`src/rtl/aidan_mcnay_prime_ctrl_pkg.sv`:
```
// Shared definitions for the trial-division prime sequencer.
// Build option: PRIME_CTRL_ODD_SKIP_EN selects odd-only divisors (start d=3, step 2)
// with even candidates resolved without the divider.
package aidan_mcnay_prime_ctrl_pkg;

    typedef enum logic [2:0] {
        StIdle  = 3'd0,
        StCheck = 3'd1,
        StReq   = 3'd2,
        StWait  = 3'd3,
        StDone  = 3'd4
    } state_t;

`ifdef PRIME_CTRL_ODD_SKIP_EN
    localparam int unsigned DIV_STEP = 2;
    localparam int unsigned D_INIT   = 3;
`else
    localparam int unsigned DIV_STEP = 1;
    localparam int unsigned D_INIT   = 2;
`endif

endpackage

```
`src/rtl/aidan_mcnay_sq_tracker.sv`:
```
// Divisor tracker: holds d and d^2, steps both incrementally, and flags d^2 > n.
// Build option: PRIME_CTRL_ODD_SKIP_EN (via the package) sets start value and step.
module aidan_mcnay_sq_tracker
    import aidan_mcnay_prime_ctrl_pkg::*;
#(
    parameter int unsigned nbits = 16
) (
    input  logic             clk,
    input  logic             reset,
    input  logic             i_init,
    input  logic             i_advance,
    input  logic [nbits-1:0] i_n,
    output logic [nbits-1:0] o_d,
    output logic             o_sq_gt_n
);

    localparam logic [nbits:0] STEP   = (nbits+1)'(DIV_STEP);
    localparam logic [nbits:0] D0     = (nbits+1)'(D_INIT);
    localparam logic [nbits:0] SQ0    = (nbits+1)'(D_INIT * D_INIT);

    logic [nbits-1:0] r_d;
    logic [nbits:0]   r_sq;
    logic [nbits:0]   w_incr;

    // (d+s)^2 - d^2 = s*(2d+s); the extra bit keeps the last step past n from wrapping
    always_comb begin
        w_incr = ({r_d, 1'b0} + STEP) * STEP;
    end

    // d/sq register: clear on reset, load start point on init, step on advance
    always_ff @(posedge clk) begin
        if (reset) begin
            r_d  <= '0;
            r_sq <= '0;
        end else if (i_init) begin
            r_d  <= D0[nbits-1:0];
            r_sq <= SQ0;
        end else if (i_advance) begin
            r_d  <= r_d + STEP[nbits-1:0];
            r_sq <= r_sq + w_incr;
        end
    end

    assign o_d       = r_d;
    assign o_sq_gt_n = (r_sq > {1'b0, i_n});

endmodule

```
`src/rtl/aidan_mcnay_prime_ctrl.sv`:
```
// Trial-division prime sequencer driving an external remainder divider.
// Build option: PRIME_CTRL_ODD_SKIP_EN resolves even n>2 immediately and tries odd d only.
module aidan_mcnay_prime_ctrl
    import aidan_mcnay_prime_ctrl_pkg::*;
#(
    parameter int unsigned nbits = 16
) (
    input  logic             clk,
    input  logic             reset,
    input  logic [nbits-1:0] in_n,
    input  logic             in_val,
    output logic             in_rdy,
    output logic [nbits-1:0] req_opa,
    output logic [nbits-1:0] req_opb,
    output logic             req_val,
    input  logic             req_rdy,
    input  logic [nbits-1:0] resp_rem,
    input  logic             resp_val,
    output logic             resp_rdy,
    output logic             out_prime,
    output logic [nbits-1:0] out_factor,
    output logic             out_val,
    input  logic             out_rdy
);

    state_t           r_state, w_state_d;
    logic [nbits-1:0] r_n, w_n_d;
    logic             r_prime, w_prime_d;
    logic [nbits-1:0] r_factor, w_factor_d;
    logic             w_init, w_advance;
    logic [nbits-1:0] w_d;
    logic             w_sq_gt_n;

    aidan_mcnay_sq_tracker #(
        .nbits (nbits)
    ) u_sq_tracker (
        .clk       (clk),
        .reset     (reset),
        .i_init    (w_init),
        .i_advance (w_advance),
        .i_n       (r_n),
        .o_d       (w_d),
        .o_sq_gt_n (w_sq_gt_n)
    );

    // State and result registers
    always_ff @(posedge clk) begin
        if (reset) begin
            r_state  <= StIdle;
            r_n      <= '0;
            r_prime  <= 1'b0;
            r_factor <= '0;
        end else begin
            r_state  <= w_state_d;
            r_n      <= w_n_d;
            r_prime  <= w_prime_d;
            r_factor <= w_factor_d;
        end
    end

    // Next-state and result capture
    always_comb begin
        w_state_d  = r_state;
        w_n_d      = r_n;
        w_prime_d  = r_prime;
        w_factor_d = r_factor;
        w_init     = 1'b0;
        w_advance  = 1'b0;
        unique case (r_state)
            StIdle: begin
                if (in_val) begin
                    w_n_d     = in_n;
                    w_init    = 1'b1;
                    w_state_d = StCheck;
`ifdef PRIME_CTRL_ODD_SKIP_EN
                    if (!in_n[0] && (in_n > nbits'(2))) begin
                        w_prime_d  = 1'b0;
                        w_factor_d = nbits'(2);
                        w_state_d  = StDone;
                    end
`endif
                end
            end
            StCheck: begin
                if (r_n < nbits'(2)) begin
                    w_prime_d  = 1'b0;
                    w_factor_d = '0;
                    w_state_d  = StDone;
                end else if (w_sq_gt_n) begin
                    w_prime_d  = 1'b1;
                    w_factor_d = r_n;
                    w_state_d  = StDone;
                end else begin
                    w_state_d  = StReq;
                end
            end
            StReq: begin
                if (req_rdy) w_state_d = StWait;
            end
            StWait: begin
                if (resp_val) begin
                    if (resp_rem == '0) begin
                        w_prime_d  = 1'b0;
                        w_factor_d = w_d;
                        w_state_d  = StDone;
                    end else begin
                        w_advance  = 1'b1;
                        w_state_d  = StCheck;
                    end
                end
            end
            StDone: begin
                if (out_rdy) w_state_d = StIdle;
            end
            default: w_state_d = StIdle;
        endcase
    end

    assign in_rdy     = (r_state == StIdle);
    assign req_val    = (r_state == StReq);
    assign resp_rdy   = (r_state == StWait);
    assign out_val    = (r_state == StDone);
    assign req_opa    = r_n;
    assign req_opb    = w_d;
    assign out_prime  = r_prime;
    assign out_factor = r_factor;

endmodule

```
`config.mk`:
```
export PLATFORM = sky130hd
export DESIGN_NAME = aidan_mcnay_prime_ctrl
export DESIGN_NICKNAME = d
export VERILOG_FILES = /design/src/rtl/aidan_mcnay_prime_ctrl_pkg.sv /design/src/rtl/aidan_mcnay_sq_tracker.sv /design/src/rtl/aidan_mcnay_prime_ctrl.sv
export SDC_FILE = /design/constraint.sdc
export NUM_CORES = 1
export LEC_CHECK = 0
export ABC_AREA = 1
export CAP_MARGIN = 0
export CORE_ASPECT_RATIO = 1.5
export CORE_MARGIN = 2
export CORE_UTILIZATION = 52
export CTS_BUF_LIST = sky130_fd_sc_hd__clkbuf_16
export CTS_CLUSTER_DIAMETER = 100
export CTS_CLUSTER_SIZE = 20
export DETAILED_ROUTE_END_ITERATION = 10
export GPL_ROUTABILITY_DRIVEN = 1
export PLACE_DENSITY = 0.91
export SYNTH_ARGS = -nofsm -noshare
export SYNTH_HDL_FRONTEND = slang
export SYNTH_SLANG_ARGS = --single-unit
```
`constraint.sdc`:
```
create_clock -name clk -period 2.7 [get_ports clk]
set_input_delay 0.54 -clock clk [delete_from_list [all_inputs] [get_ports clk]]
set_output_delay 0.54 -clock clk [all_outputs]
set_load 0.05 [all_outputs]
```
Yosys cells after proc, flatten, opt, wreduce, memory -nomap -nowiden
Cells that the tools add are included.
{ "op_classes": {"n_addsub": 3, "n_lt_le_gt_ge": 2, "eq_ne": 10, "n_mux": 27, "n_reduce_logical": 8} }
{ "ops": {"columns": ["operator", "count"], "rows": [
  ["16-bit 2-to-1 mux", 4],
  ["16-bit case mux with 2 select lines", 1],
  ["3-bit 2-to-1 mux", 9],
  ["17-bit by 1-bit adder with 17-bit output (second input constant)", 1],
  ["17-bit adder", 1],
  ["17-bit by 16-bit greater-than comparator with 1-bit output", 1],
  ["16-bit by 1-bit adder with 16-bit output (second input constant)", 1],
  ["16-bit zero test", 1],
  ["16-bit by 2-bit less-than comparator with 1-bit output (second input constant)", 1],
  ["3-bit case mux with 5 select lines", 1],
  ["1-bit 2-to-1 mux", 9],
  ["4-bit AND reduction", 2],
  ["3-bit by 2-bit equality test with 1-bit output (second input constant)", 2],
  ["2-bit by 1-bit != test with 1-bit output (second input constant)", 3],
  ["2-bit 2-to-1 mux", 2],
  ["2-bit != test (second input constant)", 2],
  ["2-bit nonzero test", 2],
  ["3-bit by 1-bit equality test with 1-bit output (second input constant)", 1],
  ["3-bit equality test (second input constant)", 1],
  ["3-bit zero test", 1],
  ["3-bit by 2-bit != test with 1-bit output (second input constant)", 1],
  ["1-bit case mux with 2 select lines", 1],
  ["2-bit AND reduction", 1],
  ["2-bit OR reduction", 1]
]} }
{ "word_totals": {"register_bits": 69, "input_bits": 38, "output_inout_bits": 53, "wordCells": 58} }

Logic depth before layout (Yosys ltp)
Gate-level depths: netlist of the first run.
{ "depth": {"ltp_word": 6, "depth_mapped": 16, "ltp_nobuf": 16} }

By module
From an unflattened synthesis of the first run, not the netlist that was laid out.
{ "unflattened": {"hier_cells": 751, "area_unflattened_um2": 4611.9} }
{ "by_module_without_submodules": {"columns": ["module", "instances", "cells_per_inst", "area_per_inst_um2", "seq_area_each_um2"], "rows": [
  ["aidan_mcnay_sq_tracker", 1, 459, 2792.7, 660.6],
  ["aidan_mcnay_prime_ctrl", 1, 292, 1819.2, 720.7]
]} }

Least setup slack after synthesis of the first run
Ideal clock, no wire load.
{ "synth_path": {"path_kind": "register to register", "start": "register r_state[0]", "end": "register u_sq_tracker.r_sq[14]", "setup_time_ps": 114, "arrival_ps": 2549, "t_required_ps": 2586, "path_slack_ps": 37, "path_stages_with_launch": 9, "path_cell_list": "dfxtp_1 > nor3_1 > nand2_1 > nand2_1 > inv_1 > buf_2 > o21ai_0 > o21bai_1 > inv_1"} }
{ "synth_via": {"elab_chain_cells": 3, "word_cells_on_any_way": 5} }
{ "synth_rtl": {"columns": ["element", "line", "text"], "rows": [
  ["start: declaration", "aidan_mcnay_prime_ctrl.sv:26", "state_t r_state, w_state_d;"],
  ["start signal: assignment", "aidan_mcnay_prime_ctrl.sv:49", "r_state <= StIdle;"],
  ["start signal: assignment", "aidan_mcnay_prime_ctrl.sv:54", "r_state <= w_state_d;"],
  ["3-bit zero test", null, null],
  ["named net in_rdy", "aidan_mcnay_prime_ctrl.sv:12", "output logic in_rdy,"],
  ["1-bit 2-to-1 mux", "aidan_mcnay_prime_ctrl.sv:69", "unique case (r_state)"],
  ["2-bit OR reduction (no source line)", null, null],
  ["end signal: assignment", "aidan_mcnay_sq_tracker.sv:40", "r_sq <= r_sq + w_incr;"],
  ["end: declaration", "aidan_mcnay_sq_tracker.sv:22", "logic [nbits:0] r_sq;"]
]} }
The timed path passes the listed nets, and every way through them passes these cells.
A chain may end at the register's enable or synchronous reset.

Worst setup path in the final report of the first run
{ "layout_path": {"start": "register r_state[1]", "end": "output req_val"} }
{ "layout_via": {"elab_chain_cells": 1} }
{ "layout_rtl": {"columns": ["element", "line", "text"], "rows": [
  ["3-bit by 2-bit equality test with 1-bit output", "aidan_mcnay_prime_ctrl.sv:120", "assign req_val = (r_state == StReq);"],
  ["end: declaration", "aidan_mcnay_prime_ctrl.sv:15", "output logic req_val,"]
]} }
No other way between the ends.

==> impl_metrics.toml, run 1 <==
[floorplan]
coreArea_sq_um = 8060
die_width_um = 78.7
dieArea_sq_um = 9140
die_h_um = 116
fp-row-count = 40
start_util_pct = 54.1
ios = 91

[final_layout]
final_util_pct = 69.3
layout_commonest_cell = "nand2_1"
drive_gt1_share_pct = 4.10
num_antenna_cells = 0
final_cell_mix = "nand2_1, clkdlybuf4s50_1, a21oi_1, inv_1, dfxtp_1"
finalNetCount = 799
synthToLayoutAreaGrowth_pct = 28.1

[clock_network]
cts_inserted_buffers = 9
cts.clk_slew.worst_paths_ps = 50
cts_sinks = 69
cts.htree.levels = 3
clk_path_buf_depth = 2
post_cts_buffers = 0
cts_hold_buffers = 0
cts_root_buffer = "clkbuf_16"
ctsResizeCount = 0
worstSkewPairLatency_ps = 340
cts_tree = "yes"

[placement]
portBuffers = 90
gp_congestion = 1.02
dp.final_hpwl_um = 9610
post-place-ws_ps = 356

[detailed_routing]
final_antenna_net_count = 0
wl_per_cell_um = 15.3
first_pass_iters = 7
viasPerCell = 5.69
drt_iter0_markers = 427
drc = 0
routed_wl_um = 12800
vias = 4763

[grt]
grt_usage_pct = 28.6
antenna_found_initial = 0
grt_pass1_vias = 4702
gr-total-overflow = 0
grt_max_degree = 37
grt_pass1_wl_um = 20900

[sta]
setup_viol = 0
rsz0062_at_grt = "false"
period_share_pct = 93.6
slew_headroom_pct = 60.1
fin_crit_ps = 2530
drv_slew = 0
worstMarginPinSlew_ps = 593
whs_ps = 479
skew_ps = 8.39
max_freq_mhz = 396
finalWorstSetupSlack_ps = 174
tns_ps = 0
hold_viol = 0

[critical_path]
crit_start = "r_state[1]$_SDFFE_PP0P_"
worst-path-max-fanout = 4
cp-start-kind = "flop"
r2r-start = "u_sq_tracker.o_d[0]$_SDFFE_PP0P_"
cp.arrival_ps = 1990
worstSetupPathType = "reg2out"
worstSetupEndpointType = "output pin"
cp.required_ps = 2160

[min_path]
min_path_type = "reg2reg"
min_from = "out_factor[3]$_SDFFE_PP0P_"

[yosys]
synthesis.instances = 642
synth_nets = 713
synth_warnings = 0
avgSynthCellArea_sq_um = 6.79
yosys_register_bits = 69
syn_area_sq_um = 4360
synth-main-ff-cell = "dfxtp_1"
synth_cell_types = 34
synth_seq_area_share_pct = 31.7
synth_edf_count = 0
async_flop_share_pct = 0

[power_and_ir_drop]
p_leak_nw = 2.36
irDropWorstVdd_mv = 0.601
p_total_mw = 5.22
power_density_nw_per_um2 = 936

[run_status]
outcome = "finished clean"

[run]
cap_violations = 0
## layout make-up
cell class / instances / area, sq um
multi-input cells: 472 / 2560
flip-flops and latches: 69 / 1380
clock inverters: 6 / 23.8
inverters: 78 / 293
repair buffers: 98 / 971
fillers: 645 / 2480
well taps: 105 / 131
clock buffers: 9 / 225
## metal layers
metal | vias up | GRT usage [%] | wire length [um]
li1 | 2297 | - | -
met1 | 2208 | 31.5 | 4880
met2 | 216 | 52.9 | 6720
met3 | 42 | 4.87 | 727
met4 | 0 | 13.9 | 452
met5 | - | 0 | 0
## worst max-delay path: stages, from the launching register on
cell	delay (ps)
dfxtp_1	420
inv_1	80
nor3_1	280
clkdlybuf4s50_1	870
## Yosys cell counts (7+ instances only)
cell      instances  area (sq um)
nand2_1         141           529
a21oi_1          78           390
inv_1            74           278
dfxtp_1          69          1380
nor2_1           59           221
o21ai_0          59           295
ha_1             32           400
nand3_1          25           125
nand3b_1         14           105
clkbuf_1         13          48.8
nand4_1          11          68.8
xnor2_1           8          70.1
nor3_1            7          35.0
xor2_1            7          61.3
## metrics by stage
step,instance area [sq um],instances
floorplan,4360,642
detailed placement,5330,822
finish,5580,837
global placement,5330,822
global route,5580,837
CTS,5580,837
## power breakdown
part | internal (mW) | switching, mW
Clock | 0.597 | 0.409
Sequential | 1.27 | 0.198
Combinational | 0.928 | 1.82
Total | 2.80 | 2.42
## state kept, by name (all words and copies together), names as in the netlist
name / count
u_sq_tracker.o_d: 16
out_factor: 16
out_prime: 1
req_opa: 16
u_sq_tracker.r_sq: 17
r_state: 3
## final timing paths
check / endpoint / slack (ps) / cells past startpoint
max: req_val / 170 / 3
min: out_factor[3]$_SDFFE_PP0P_ / 480 / 2
max reg2reg: u_sq_tracker.r_sq[14]$_SDFFE_PP0P_ / 290 / 10
min reg2reg: out_factor[3]$_SDFFE_PP0P_ / 480 / 2
## cells by family after synthesis
kind of cell	Yosys count	share of synthesized area, %
compound gates	157	19.1
xor+xnor	15	3.02
fa+ha+maj	33	9.65
buf+inv	101	9.62
flops	69	31.7
simple gates	267	26.9
Note: power is estimated with default switching activity, not from simulation.
==> run 2, diff against run 1 <==
Settings changed: GPL_ROUTABILITY_DRIVEN 1 to 0.
==> run 2 against run 1 <==
  * Cell area rose by 0.61%
  * Register-to-register slack improved by 160 ps
  * Via count fell by 2.4%
==> impl_metrics.toml, run 2 (synthesized netlist as in run 1, its figures left out) <==
[run_status]
outcome = "finished clean"

[sta]
drv_slew = 0
tns_ps = 0
hold_viol = 0
skew_ps = 4.23
worstMarginPinSlew_ps = 612
slew_headroom_pct = 58.8
period_share_pct = 93.4
max_freq_mhz = 396
fin_crit_ps = 2520
rsz0062_at_grt = "false"
setup_viol = 0

[min_path]
hold_end = "out_factor[2]$_SDFFE_PP0P_"
min_from = "out_factor[2]$_SDFFE_PP0P_"
min_path_type = "reg2reg"
holdPathStages = 2

[final_layout]
largest_register_ffs = 17
final_cells = 838
finalNetCount = 799
num_antenna_cells = 0
largest_register = "u_sq_tracker.r_sq"
synthToLayoutAreaGrowth_pct = 28.9
fill_cells = 630
final_cell_mix = "nand2_1, clkdlybuf4s50_1, a21oi_1, inv_1, dfxtp_1"
drive_gt1_share_pct = 4.37
layout_commonest_cell = "nand2_1"

[floorplan]
die_width_um = 78.7
dieArea_sq_um = 9140
die_h_um = 116
ios = 91
fp-row-count = 40
start_util_pct = 54.1
coreArea_sq_um = 8060

[grt]
gr-usage-met3_pct = 4.02
grt_usage_pct = 28.3
grt-busiest-layer = "met2"
antenna_found_initial = 0
gr-total-overflow = 0
met1_usage_pct = 30.6
grt_pass1_vias = 4579
grt_pass1_wl_um = 20600
grt_max_degree = 37
grt_use_met2_pct = 52.4

[clock_network]
cts_inserted_buffers = 9
clk_path_buf_depth = 2
cts.clk_slew.worst_paths_ps = 50
cts_root_buffer = "clkbuf_16"
cts_tree = "yes"
cts_hold_buffers = 0
cts.htree.levels = 3
cts_sinks = 69
ctsResizeCount = 0
worstSkewPairLatency_ps = 330
post_cts_buffers = 0

[power_and_ir_drop]
power_density_nw_per_um2 = 950
irDropWorstVdd_mv = 0.573
p_leak_nw = 2.37

[critical_path]
cp-start-kind = "flop"
cp.arrival_ps = 1980
worstSetupEndpointType = "output pin"
cp.required_ps = 2160
regToRegEndpoint = "u_sq_tracker.r_sq[10]$_SDFFE_PP0P_"
worst-path-max-fanout = 4
r2r-start = "u_sq_tracker.o_d[0]$_SDFFE_PP0P_"
worstSetupPathType = "reg2out"
r2r_slack_ps = 450
ff2ff_path_depth = 9

[detailed_routing]
final_antenna_net_count = 0
drt_iter0_markers = 297
drc = 0
vias = 4648
wl_per_cell_um = 15.1
first_pass_iters = 7
routed_wl_um = 12700
viasPerCell = 5.55

[placement]
dp.cells = 822
dp.final_hpwl_um = 9590
portBuffers = 90

[run]
cap_violations = 0
run 2: changes by cell type in the layout (fill, tap and decap cells not counted):
cell        change
bufinv_16       +1
clkinvlp_4      +1
inv_1           -1
run 2: area by class of cell:
cell class	count	area [sq um]	area share, %
Clock buffer	9	225	4.01
Clock inverter	7	57.6	1.02
Inverter	78	293	5.21
Multi-Input combinational cell	472	2560	45.5
Tap cell	105	131	2.34
Timing Repair Buffer	98	971	17.3
Sequential cell	69	1380	24.6
run 2: power breakdown:
group | total (mW) | internal, mW | switching [mW] | leakage, nW
combinational | 2.74 | 0.929 | 1.81 | 1.67
sequential | 1.47 | 1.27 | 0.195 | 0.563
clock | 1.13 | 0.699 | 0.430 | 0.139
total | 5.34 | 2.90 | 2.43 | 2.37
run 2: through the flow:
stage,util [%],cell area [sq um],hold slack (ps),power [mW],setup slack [ps]
after floorplan,-,4360,483,3.39,37.5
after global placement,66.2,5330,459,4.11,451
after detailed placement,66.2,5330,471,4.20,369
after CTS,69.7,5620,486,5.33,214
after global routing,69.7,5620,514,5.60,118
final,69.7,5620,482,5.34,177
run 2: per-layer routing:
layer | routed length (um) | up-vias | part of all wire (%)
met3 | 623 | 43 | 4.9
met2 | 6690 | 187 | 53
met1 | 4880 | 2120 | 38
li1 | - | 2298 | -
met5 | 0 | - | 0
met4 | 488 | 0 | 3.8
run 2: worst max-delay path by stage:
stage	slack (ps)	from	endpoint	cells past startpoint
2_1_floorplan	40	r_state[0]$_SDFFE_PP0P_	u_sq_tracker.r_sq[14]$_SDFFE_PP0P_	8
3_3_place_gp	450	resp_rem[15]	u_sq_tracker.r_sq[13]$_SDFFE_PP0P_	11
3_5_place_dp	370	resp_rem[12]	u_sq_tracker.r_sq[10]$_SDFFE_PP0P_	11
4_1_cts	210	r_state[0]$_SDFFE_PP0P_	in_rdy	2
5_1_grt	120	r_state[2]$_SDFFE_PP0P_	out_val	3
6_report	180	r_state[2]$_SDFFE_PP0P_	out_val	3
run 2: worst max-delay path, stage by stage, from the launching register on:
cell and delay (ps):
dfxtp_1 450, inv_2 90, nor3_1 240, clkdlybuf4s50_1 870
==> run 3, diff against run 2 <==
Settings changed: SLEW_MARGIN from default to 15.
==> results of run 3 <==
The final DEF is identical to that of run 2; final timing and power are the same.
